**src/rtl/cg_rvarch_instr_encoder_if.sv**
```systemverilog
// Streaming port bundle for the RV32I instruction encoder.
// The producer/consumer side uses the master modport; the encoder uses slave.
interface cg_rvarch_instr_encoder_if #(
    parameter int INSTR_WIDTH   = 32,
    parameter int DATA_WIDTH    = 32,
    parameter int ERR_CNT_WIDTH = 8
);
    logic                     i_valid;
    logic                     o_ready;
    logic [2:0]               i_fmt;
    logic [6:0]               i_opcode;
    logic [4:0]               i_rd;
    logic [4:0]               i_rs1;
    logic [4:0]               i_rs2;
    logic [2:0]               i_funct3;
    logic [6:0]               i_funct7;
    logic [DATA_WIDTH-1:0]    i_imm;
    logic                     o_valid;
    logic                     i_ready;
    logic [INSTR_WIDTH-1:0]   o_instr;
    logic                     o_imm_err;
    logic                     o_fmt_err;
    logic [ERR_CNT_WIDTH-1:0] o_err_count;

    modport master (
        output i_valid, i_fmt, i_opcode, i_rd, i_rs1, i_rs2, i_funct3, i_funct7, i_imm, i_ready,
        input  o_ready, o_valid, o_instr, o_imm_err, o_fmt_err, o_err_count
    );

    modport slave (
        input  i_valid, i_fmt, i_opcode, i_rd, i_rs1, i_rs2, i_funct3, i_funct7, i_imm, i_ready,
        output o_ready, o_valid, o_instr, o_imm_err, o_fmt_err, o_err_count
    );
endinterface

```
**src/rtl/cg_rvarch_instr_encoder.sv**
```systemverilog
// RV32I instruction encoder: packs fields + immediate into a 32-bit word behind a
// two-entry elastic buffer (output register + skid), with representability checks.
module cg_rvarch_instr_encoder #(
    parameter int INSTR_WIDTH   = 32,
    parameter int DATA_WIDTH    = 32,
    parameter int ERR_CNT_WIDTH = 8
) (
    input  logic                     i_clk,
    input  logic                     i_rst_n,
    cg_rvarch_instr_encoder_if.slave bus
);
    localparam logic [ERR_CNT_WIDTH-1:0] CNT_MAX = '1;

    logic [DATA_WIDTH-1:0] imm;
    logic [6:0]            op;
    logic [4:0]            rd, rs1, rs2;
    logic [2:0]            f3;

    assign imm = bus.i_imm;
    assign op  = bus.i_opcode;
    assign rd  = bus.i_rd;
    assign rs1 = bus.i_rs1;
    assign rs2 = bus.i_rs2;
    assign f3  = bus.i_funct3;

    // An immediate fits when every bit from the format's sign position up is equal.
    logic fits_11, fits_12, fits_20, fits_31;
    assign fits_11 = (&imm[DATA_WIDTH-1:11]) | ~(|imm[DATA_WIDTH-1:11]);
    assign fits_12 = (&imm[DATA_WIDTH-1:12]) | ~(|imm[DATA_WIDTH-1:12]);
    assign fits_20 = (&imm[DATA_WIDTH-1:20]) | ~(|imm[DATA_WIDTH-1:20]);
    assign fits_31 = (&imm[DATA_WIDTH-1:31]) | ~(|imm[DATA_WIDTH-1:31]);

    logic [INSTR_WIDTH-1:0] enc_instr;
    logic                   enc_imm_err;
    logic                   enc_fmt_err;

    always_comb begin
        enc_instr   = '0;
        enc_imm_err = 1'b0;
        enc_fmt_err = 1'b0;
        case (bus.i_fmt)
            3'd0: enc_instr = {bus.i_funct7, rs2, rs1, f3, rd, op};
            3'd1: begin
                enc_instr   = {imm[11:0], rs1, f3, rd, op};
                enc_imm_err = ~fits_11;
            end
            3'd2: begin
                enc_instr   = {imm[11:5], rs2, rs1, f3, imm[4:0], op};
                enc_imm_err = ~fits_11;
            end
            3'd3: begin
                enc_instr   = {imm[12], imm[10:5], rs2, rs1, f3, imm[4:1], imm[11], op};
                enc_imm_err = ~fits_12 | imm[0];
            end
            3'd4: begin
                enc_instr   = {imm[31:12], rd, op};
                enc_imm_err = (|imm[11:0]) | ~fits_31;
            end
            3'd5: begin
                enc_instr   = {imm[20], imm[10:1], imm[11], imm[19:12], rd, op};
                enc_imm_err = ~fits_20 | imm[0];
            end
            default: enc_fmt_err = 1'b1;
        endcase
    end

    logic                     out_valid_q, out_valid_d;
    logic [INSTR_WIDTH-1:0]   out_instr_q, out_instr_d;
    logic                     out_imm_err_q, out_imm_err_d;
    logic                     out_fmt_err_q, out_fmt_err_d;
    logic                     skid_valid_q, skid_valid_d;
    logic [INSTR_WIDTH-1:0]   skid_instr_q, skid_instr_d;
    logic                     skid_imm_err_q, skid_imm_err_d;
    logic                     skid_fmt_err_q, skid_fmt_err_d;
    logic                     ready_q, ready_d;
    logic [ERR_CNT_WIDTH-1:0] err_cnt_q, err_cnt_d;

    logic accept, handoff;
    assign accept  = bus.i_valid & ready_q;
    assign handoff = out_valid_q & bus.i_ready;

    always_comb begin
        out_valid_d    = out_valid_q;
        out_instr_d    = out_instr_q;
        out_imm_err_d  = out_imm_err_q;
        out_fmt_err_d  = out_fmt_err_q;
        skid_valid_d   = skid_valid_q;
        skid_instr_d   = skid_instr_q;
        skid_imm_err_d = skid_imm_err_q;
        skid_fmt_err_d = skid_fmt_err_q;
        err_cnt_d      = err_cnt_q;

        if (handoff || !out_valid_q) begin
            if (skid_valid_q) begin
                out_valid_d   = 1'b1;
                out_instr_d   = skid_instr_q;
                out_imm_err_d = skid_imm_err_q;
                out_fmt_err_d = skid_fmt_err_q;
                skid_valid_d  = 1'b0;
            end else if (accept) begin
                out_valid_d   = 1'b1;
                out_instr_d   = enc_instr;
                out_imm_err_d = enc_imm_err;
                out_fmt_err_d = enc_fmt_err;
            end else begin
                out_valid_d   = 1'b0;
            end
        end else if (accept) begin
            // Output register is stalled; park the new word in the skid slot.
            skid_valid_d   = 1'b1;
            skid_instr_d   = enc_instr;
            skid_imm_err_d = enc_imm_err;
            skid_fmt_err_d = enc_fmt_err;
        end

        ready_d = ~skid_valid_d;

        if (accept && (enc_imm_err || enc_fmt_err) && (err_cnt_q != CNT_MAX)) begin
            err_cnt_d = err_cnt_q + 1'b1;
        end
    end

    always_ff @(posedge i_clk or negedge i_rst_n) begin
        if (!i_rst_n) begin
            out_valid_q    <= 1'b0;
            out_instr_q    <= '0;
            out_imm_err_q  <= 1'b0;
            out_fmt_err_q  <= 1'b0;
            skid_valid_q   <= 1'b0;
            skid_instr_q   <= '0;
            skid_imm_err_q <= 1'b0;
            skid_fmt_err_q <= 1'b0;
            ready_q        <= 1'b0;
            err_cnt_q      <= '0;
        end else begin
            out_valid_q    <= out_valid_d;
            out_instr_q    <= out_instr_d;
            out_imm_err_q  <= out_imm_err_d;
            out_fmt_err_q  <= out_fmt_err_d;
            skid_valid_q   <= skid_valid_d;
            skid_instr_q   <= skid_instr_d;
            skid_imm_err_q <= skid_imm_err_d;
            skid_fmt_err_q <= skid_fmt_err_d;
            ready_q        <= ready_d;
            err_cnt_q      <= err_cnt_d;
        end
    end

    assign bus.o_valid     = out_valid_q;
    assign bus.o_instr     = out_instr_q;
    assign bus.o_imm_err   = out_imm_err_q;
    assign bus.o_fmt_err   = out_fmt_err_q;
    assign bus.o_ready     = ready_q;
    assign bus.o_err_count = err_cnt_q;
endmodule
```
**src/flat_wrapper.sv**
```systemverilog
// flat-port wrapper written by rule: the top's interface ports become plain ports
module cg_rvarch_instr_encoder_flat 
#(
    parameter int INSTR_WIDTH   = 32,
    parameter int DATA_WIDTH    = 32,
    parameter int ERR_CNT_WIDTH = 8
)
  (i_clk, i_rst_n, bus_i_valid, bus_i_fmt, bus_i_opcode, bus_i_rd, bus_i_rs1, bus_i_rs2, bus_i_funct3, bus_i_funct7, bus_i_imm, bus_i_ready, bus_o_ready, bus_o_valid, bus_o_instr, bus_o_imm_err, bus_o_fmt_err, bus_o_err_count);
  cg_rvarch_instr_encoder_if #(.INSTR_WIDTH(INSTR_WIDTH), .DATA_WIDTH(DATA_WIDTH), .ERR_CNT_WIDTH(ERR_CNT_WIDTH)) bus_i ();
  input  logic i_clk;
  input  logic i_rst_n;
  input wire logic [$bits(bus_i.i_valid)-1:0] bus_i_valid;
  input wire logic [$bits(bus_i.i_fmt)-1:0] bus_i_fmt;
  input wire logic [$bits(bus_i.i_opcode)-1:0] bus_i_opcode;
  input wire logic [$bits(bus_i.i_rd)-1:0] bus_i_rd;
  input wire logic [$bits(bus_i.i_rs1)-1:0] bus_i_rs1;
  input wire logic [$bits(bus_i.i_rs2)-1:0] bus_i_rs2;
  input wire logic [$bits(bus_i.i_funct3)-1:0] bus_i_funct3;
  input wire logic [$bits(bus_i.i_funct7)-1:0] bus_i_funct7;
  input wire logic [$bits(bus_i.i_imm)-1:0] bus_i_imm;
  input wire logic [$bits(bus_i.i_ready)-1:0] bus_i_ready;
  output wire logic [$bits(bus_i.o_ready)-1:0] bus_o_ready;
  output wire logic [$bits(bus_i.o_valid)-1:0] bus_o_valid;
  output wire logic [$bits(bus_i.o_instr)-1:0] bus_o_instr;
  output wire logic [$bits(bus_i.o_imm_err)-1:0] bus_o_imm_err;
  output wire logic [$bits(bus_i.o_fmt_err)-1:0] bus_o_fmt_err;
  output wire logic [$bits(bus_i.o_err_count)-1:0] bus_o_err_count;
  assign bus_i.i_valid = bus_i_valid;
  assign bus_i.i_fmt = bus_i_fmt;
  assign bus_i.i_opcode = bus_i_opcode;
  assign bus_i.i_rd = bus_i_rd;
  assign bus_i.i_rs1 = bus_i_rs1;
  assign bus_i.i_rs2 = bus_i_rs2;
  assign bus_i.i_funct3 = bus_i_funct3;
  assign bus_i.i_funct7 = bus_i_funct7;
  assign bus_i.i_imm = bus_i_imm;
  assign bus_i.i_ready = bus_i_ready;
  assign bus_o_ready = bus_i.o_ready;
  assign bus_o_valid = bus_i.o_valid;
  assign bus_o_instr = bus_i.o_instr;
  assign bus_o_imm_err = bus_i.o_imm_err;
  assign bus_o_fmt_err = bus_i.o_fmt_err;
  assign bus_o_err_count = bus_i.o_err_count;
  cg_rvarch_instr_encoder #(.INSTR_WIDTH(INSTR_WIDTH), .DATA_WIDTH(DATA_WIDTH), .ERR_CNT_WIDTH(ERR_CNT_WIDTH)) u_core (.i_clk(i_clk), .i_rst_n(i_rst_n), .bus(bus_i));
endmodule
```
**config.mk**
```make
export PLATFORM = sky130hd
export DESIGN_NAME = cg_rvarch_instr_encoder_flat
export DESIGN_NICKNAME = d
export VERILOG_FILES = /design/src/rtl/cg_rvarch_instr_encoder_if.sv /design/src/rtl/cg_rvarch_instr_encoder.sv /design/src/flat_wrapper.sv
export SDC_FILE = /design/constraint.sdc
export NUM_CORES = 1
export LEC_CHECK = 0
export CAP_MARGIN = 20
export CELL_PAD_IN_SITES_DETAIL_PLACEMENT = 1
export CELL_PAD_IN_SITES_GLOBAL_PLACEMENT = 1
export CORE_AREA = 5 5 113 115
export CTS_CLUSTER_DIAMETER = 100
export CTS_CLUSTER_SIZE = 40
export DETAILED_ROUTE_END_ITERATION = 7
export DIE_AREA = 0 0 118 120
export PLACE_DENSITY_LB_ADDON = 0.1
export SKIP_CTS_REPAIR_TIMING = 1
export SLEW_MARGIN = 20
export SYNTH_ARGS = -nofsm -noshare
export SYNTH_HDL_FRONTEND = slang
export SYNTH_SLANG_ARGS = --single-unit
```
**constraint.sdc**
```tcl
create_clock -name i_clk -period 2.04 [get_ports i_clk]
set_input_delay 0.408 -clock i_clk [delete_from_list [all_inputs] [get_ports i_clk]]
set_output_delay 0.408 -clock i_clk [all_outputs]
set_load 0.005 [all_outputs]
```
==> qor.txt <==
Rows - 40
CTS tree - done
Vias in the first global route - 4359
Area growth from synthesis to layout - 56.3%
Clk slew on worst S/H paths - 0.06 ns
Worst path cell trace - clkdlybuf4s50_1 -> nand2_2 -> a41o_1 -> a311oi_2 -> a22oi_4 -> a211oi_2 -> xor2_1
Syn avg cell area - 8.74 um2
Final setup vio count - 0
Fin Setup TNS - 0 ns
Critical Path Max Stage Delay - 0.51 ns
Die width - 118 um
Share of cells above drive strength 1 - 18.1%
Yosys Warn Count - 0
Post-synth cell types - 45
Min Tclk post-route - 2.04 ns
Mux cell area share after synthesis - 2.00%
Hold Path Class - in -> async
Top post-synthesis cells by area - dfrtp_1 49%, o21ai_0 8.9%, nand2_1 7.9%, a22oi_1 5.4%, a21oi_1 5.4%
Simple-Gate Fraction of Synth Area - 17.6%
GP Congestion - 0.804
Hold slack - -0.0137 ns
Violated checks - negative hold slack
Initial antenna violation count - 1
Avg WL per Cell - 17.7 um
#FFs+latches synth - 79
First-pass GRT wire length - 22.5 mm
Final WL - 13.7 mm
Port bufs - 114
Post-synthesis xor/xnor area fraction - 1.75%
Relative slew slack - 74.1%
Sw frac - 28.4%
Clk Tree Root Cell - clkbuf_16
Vias - 4008
Total CTS buffers - 9
Sink Count - 79
Compound-Gate Fraction of Synth Area - 25.4%
Gate power share - 30.2%
Outcome - finished with violations
Slowest-stage cell, CP - clkdlybuf4s50_1
Clock power frac - 32.2%
Critical path origin - bus_i_valid
Final hold violation count - 26
Layout Skew - 0.00404 ns
Worst Setup EP - u_core.bus.o_err_count[5]$_DFFE_PN0P_
Crit-path max FO - 7
Finished Layout Cells - 772
R2r setup slk - 0.02 ns
Max VDD drop - 0.694 mV
Placed cell count - 755
Multi-input gate area - 0.00195 mm2
Sequential fraction of the synthesis area - 49.4%
Effective utilization at floorplan - 34.2%
Reg-to-Reg Start - u_core.bus.o_err_count[5]$_DFFE_PN0P_
Nets@finish - 691
Synth Area in Adders - 0.313%
Overflow after GRT - 0
Iter 0 DRT Violations - 169
Post-synth EDFFs - 0
Pwr dens - 937 mW/mm2
Internal power - 4.19 mW
Final ANT Viol Nets - 0
Kind of critical path - in -> reg
Fmax - 0.490 GHz
Clk Latency, worst-skew pair - 0.34 ns
Most frequent cell after synthesis - nand2_1
DRT Pass-1 Iters - 4
Max-cap violation count - 0
Synth cell count leaders - 84 x nand2_1, 79 x dfrtp_1, 71 x o21ai_0, 43 x a21oi_1, 39 x nor2_1
Worst-margin pin slew - 0.388 ns
Worst-case reg-to-reg path depth - 6
Num ports - 115
Die area - 0.0142 mm2
Critical path required time - 2.30 ns
Post-DP HPWL - 10.2 mm
Period utilization - 100%
Main combinational cell family by area after synthesis - compound AO/OA/AOI/OAI gates
Final Util - 53.4%
Reg-to-Reg End - u_core.bus.o_err_count[5]$_DFFE_PN0P_
RSZ-0062 raised after global routing - true
Async S/R FF share, synth - 100%
Startpoint types - input port
Gate count after technology mapping - 458
Crit end category - register
Share of the synthesized area in the top cell type - 49.4%
Die span in y - 120 um
Leak Pwr - 2.91 nW
Max Slew Vio Count - 0
CORE AREA - 0.0117 mm2
Sequential Area - 0.00198 mm2
Gr usage total - 19.8%
H-tree Lvls - 3
Register share of total power - 37.6%
Syn Nets - 530
Via-per-instance ratio - 5.19
WP data arrival - 2.30 ns
Top_reg_cell synth - dfrtp_1
# fillers - 1365
CTS Buffer Depth - 2
Psw - 1.67 mW
Mapped Area - 0.00400 mm2
Area leader, netlist - dfrtp_1
DRC - 0
Largest net degree at the start of global routing - 70
-- flip-flops by register name, indices dropped and copies added, names as in the netlist --
register,cells
u_core.bus.o_err_count,8
u_core.bus.o_fmt_err,1
u_core.bus.o_imm_err,1
u_core.bus.o_instr,32
u_core.bus.o_ready,1
u_core.bus.o_valid,1
u_core.skid_fmt_err_q,1
u_core.skid_imm_err_q,1
u_core.skid_instr_q,32
u_core.skid_valid_q,1
-- layout make-up --
cell class | instances | area share, %
clock inverter | 5 | 1.66
sequential | 79 | 31.6
inverter | 5 | 0.300
antenna | 1 | 0.0400
tap | 147 | 2.94
multi-input combinational | 343 | 31.2
clock buffer | 11 | 3.88
timing repair buffer | 181 | 28.3
-- layout by cell type, fill, tap and decap left out, drive strengths merged, types with 3 or more instances in the layout --
cell type / n
a21oi: 43
a22oi: 30
a31oi: 3
and3: 4
buf: 68
bufinv: 3
clkbuf: 11
clkdlybuf4s50: 91
dfrtp: 79
dlymetal6s2s: 22
inv: 6
mux2: 5
nand2: 86
nand2b: 4
nand3: 5
nand4: 6
nor2: 40
nor2b: 3
nor4: 5
o21ai: 72
o22a: 6
xor2: 8
-- logic make-up (layout without fill, tap and decap cells) --
family                     count (synthesis)  count (layout)
muxes                                      7               7
adders and majority gates                  1               1
AOI/OAI and AO/OA                        167             167
xor gates and xnor gates                   8               8
buffers and inverters                     36             202
DFF                                       79              79
and+or+nand+nor                          160             160
other                                      0               1
-- through the flow --
step                worst slack, ns  area (um2)  hold slack (ns)  power [mW]
floorplan                    0.0556        4000            0.112        2.88
global placement             -0.431        5790            0.357        3.94
detailed placement           -0.488        5790            0.362        4.01
CTS                          -0.127        6130          -0.0162        5.93
global route                -0.0843        6260          0.00899        6.21
finish                     0.000707        6260          -0.0137        5.86
-- worst min path at each step --
| stage | endpoint | start |
|---|---|---|
| after floorplan | u_core.bus.o_err_count[0]$_DFFE_PN0P_ | i_rst_n |
| after global placement | u_core.skid_instr_q[14]$_DFFE_PN0P_ | i_rst_n |
| after detailed placement | u_core.bus.o_instr[19]$_DFFE_PN0P_ | i_rst_n |
| after CTS | u_core.skid_instr_q[13]$_DFFE_PN0P_ | i_rst_n |
| after global routing | u_core.skid_instr_q[13]$_DFFE_PN0P_ | i_rst_n |
| final | u_core.bus.o_instr[14]$_DFFE_PN0P_ | i_rst_n |
-- critical path, delay by kind of cell --
kind / cells / cell delay [ns]
AOI/OAI and AO/OA: 4 / 1.06
and+or+nand+nor: 1 / 0.12
xor gates and xnor gates: 1 / 0.19
buffers and inverters: 1 / 0.51
-- power groups by stage --
stage | Sequential (mW) | Combinational (mW) | Clock [mW]
finish | 2.20 | 1.77 | 1.89
global route | 2.25 | 1.97 | 1.99
CTS | 2.21 | 1.80 | 1.93
detailed placement | 2.23 | 1.78 | 0
global placement | 2.21 | 1.73 | 0
floorplan | 2.24 | 0.631 | 0
-- metal layers --
metal,global-route usage [%],vias to the layer above,share of wire (%)
li1,-,1955,-
met1,25.1,1925,45
met2,32.5,110,48
met3,5.61,18,5.7
met4,6.67,0,1.8
met5,0,-,0
No activity file was read; power rests on OpenSTA's default activity.
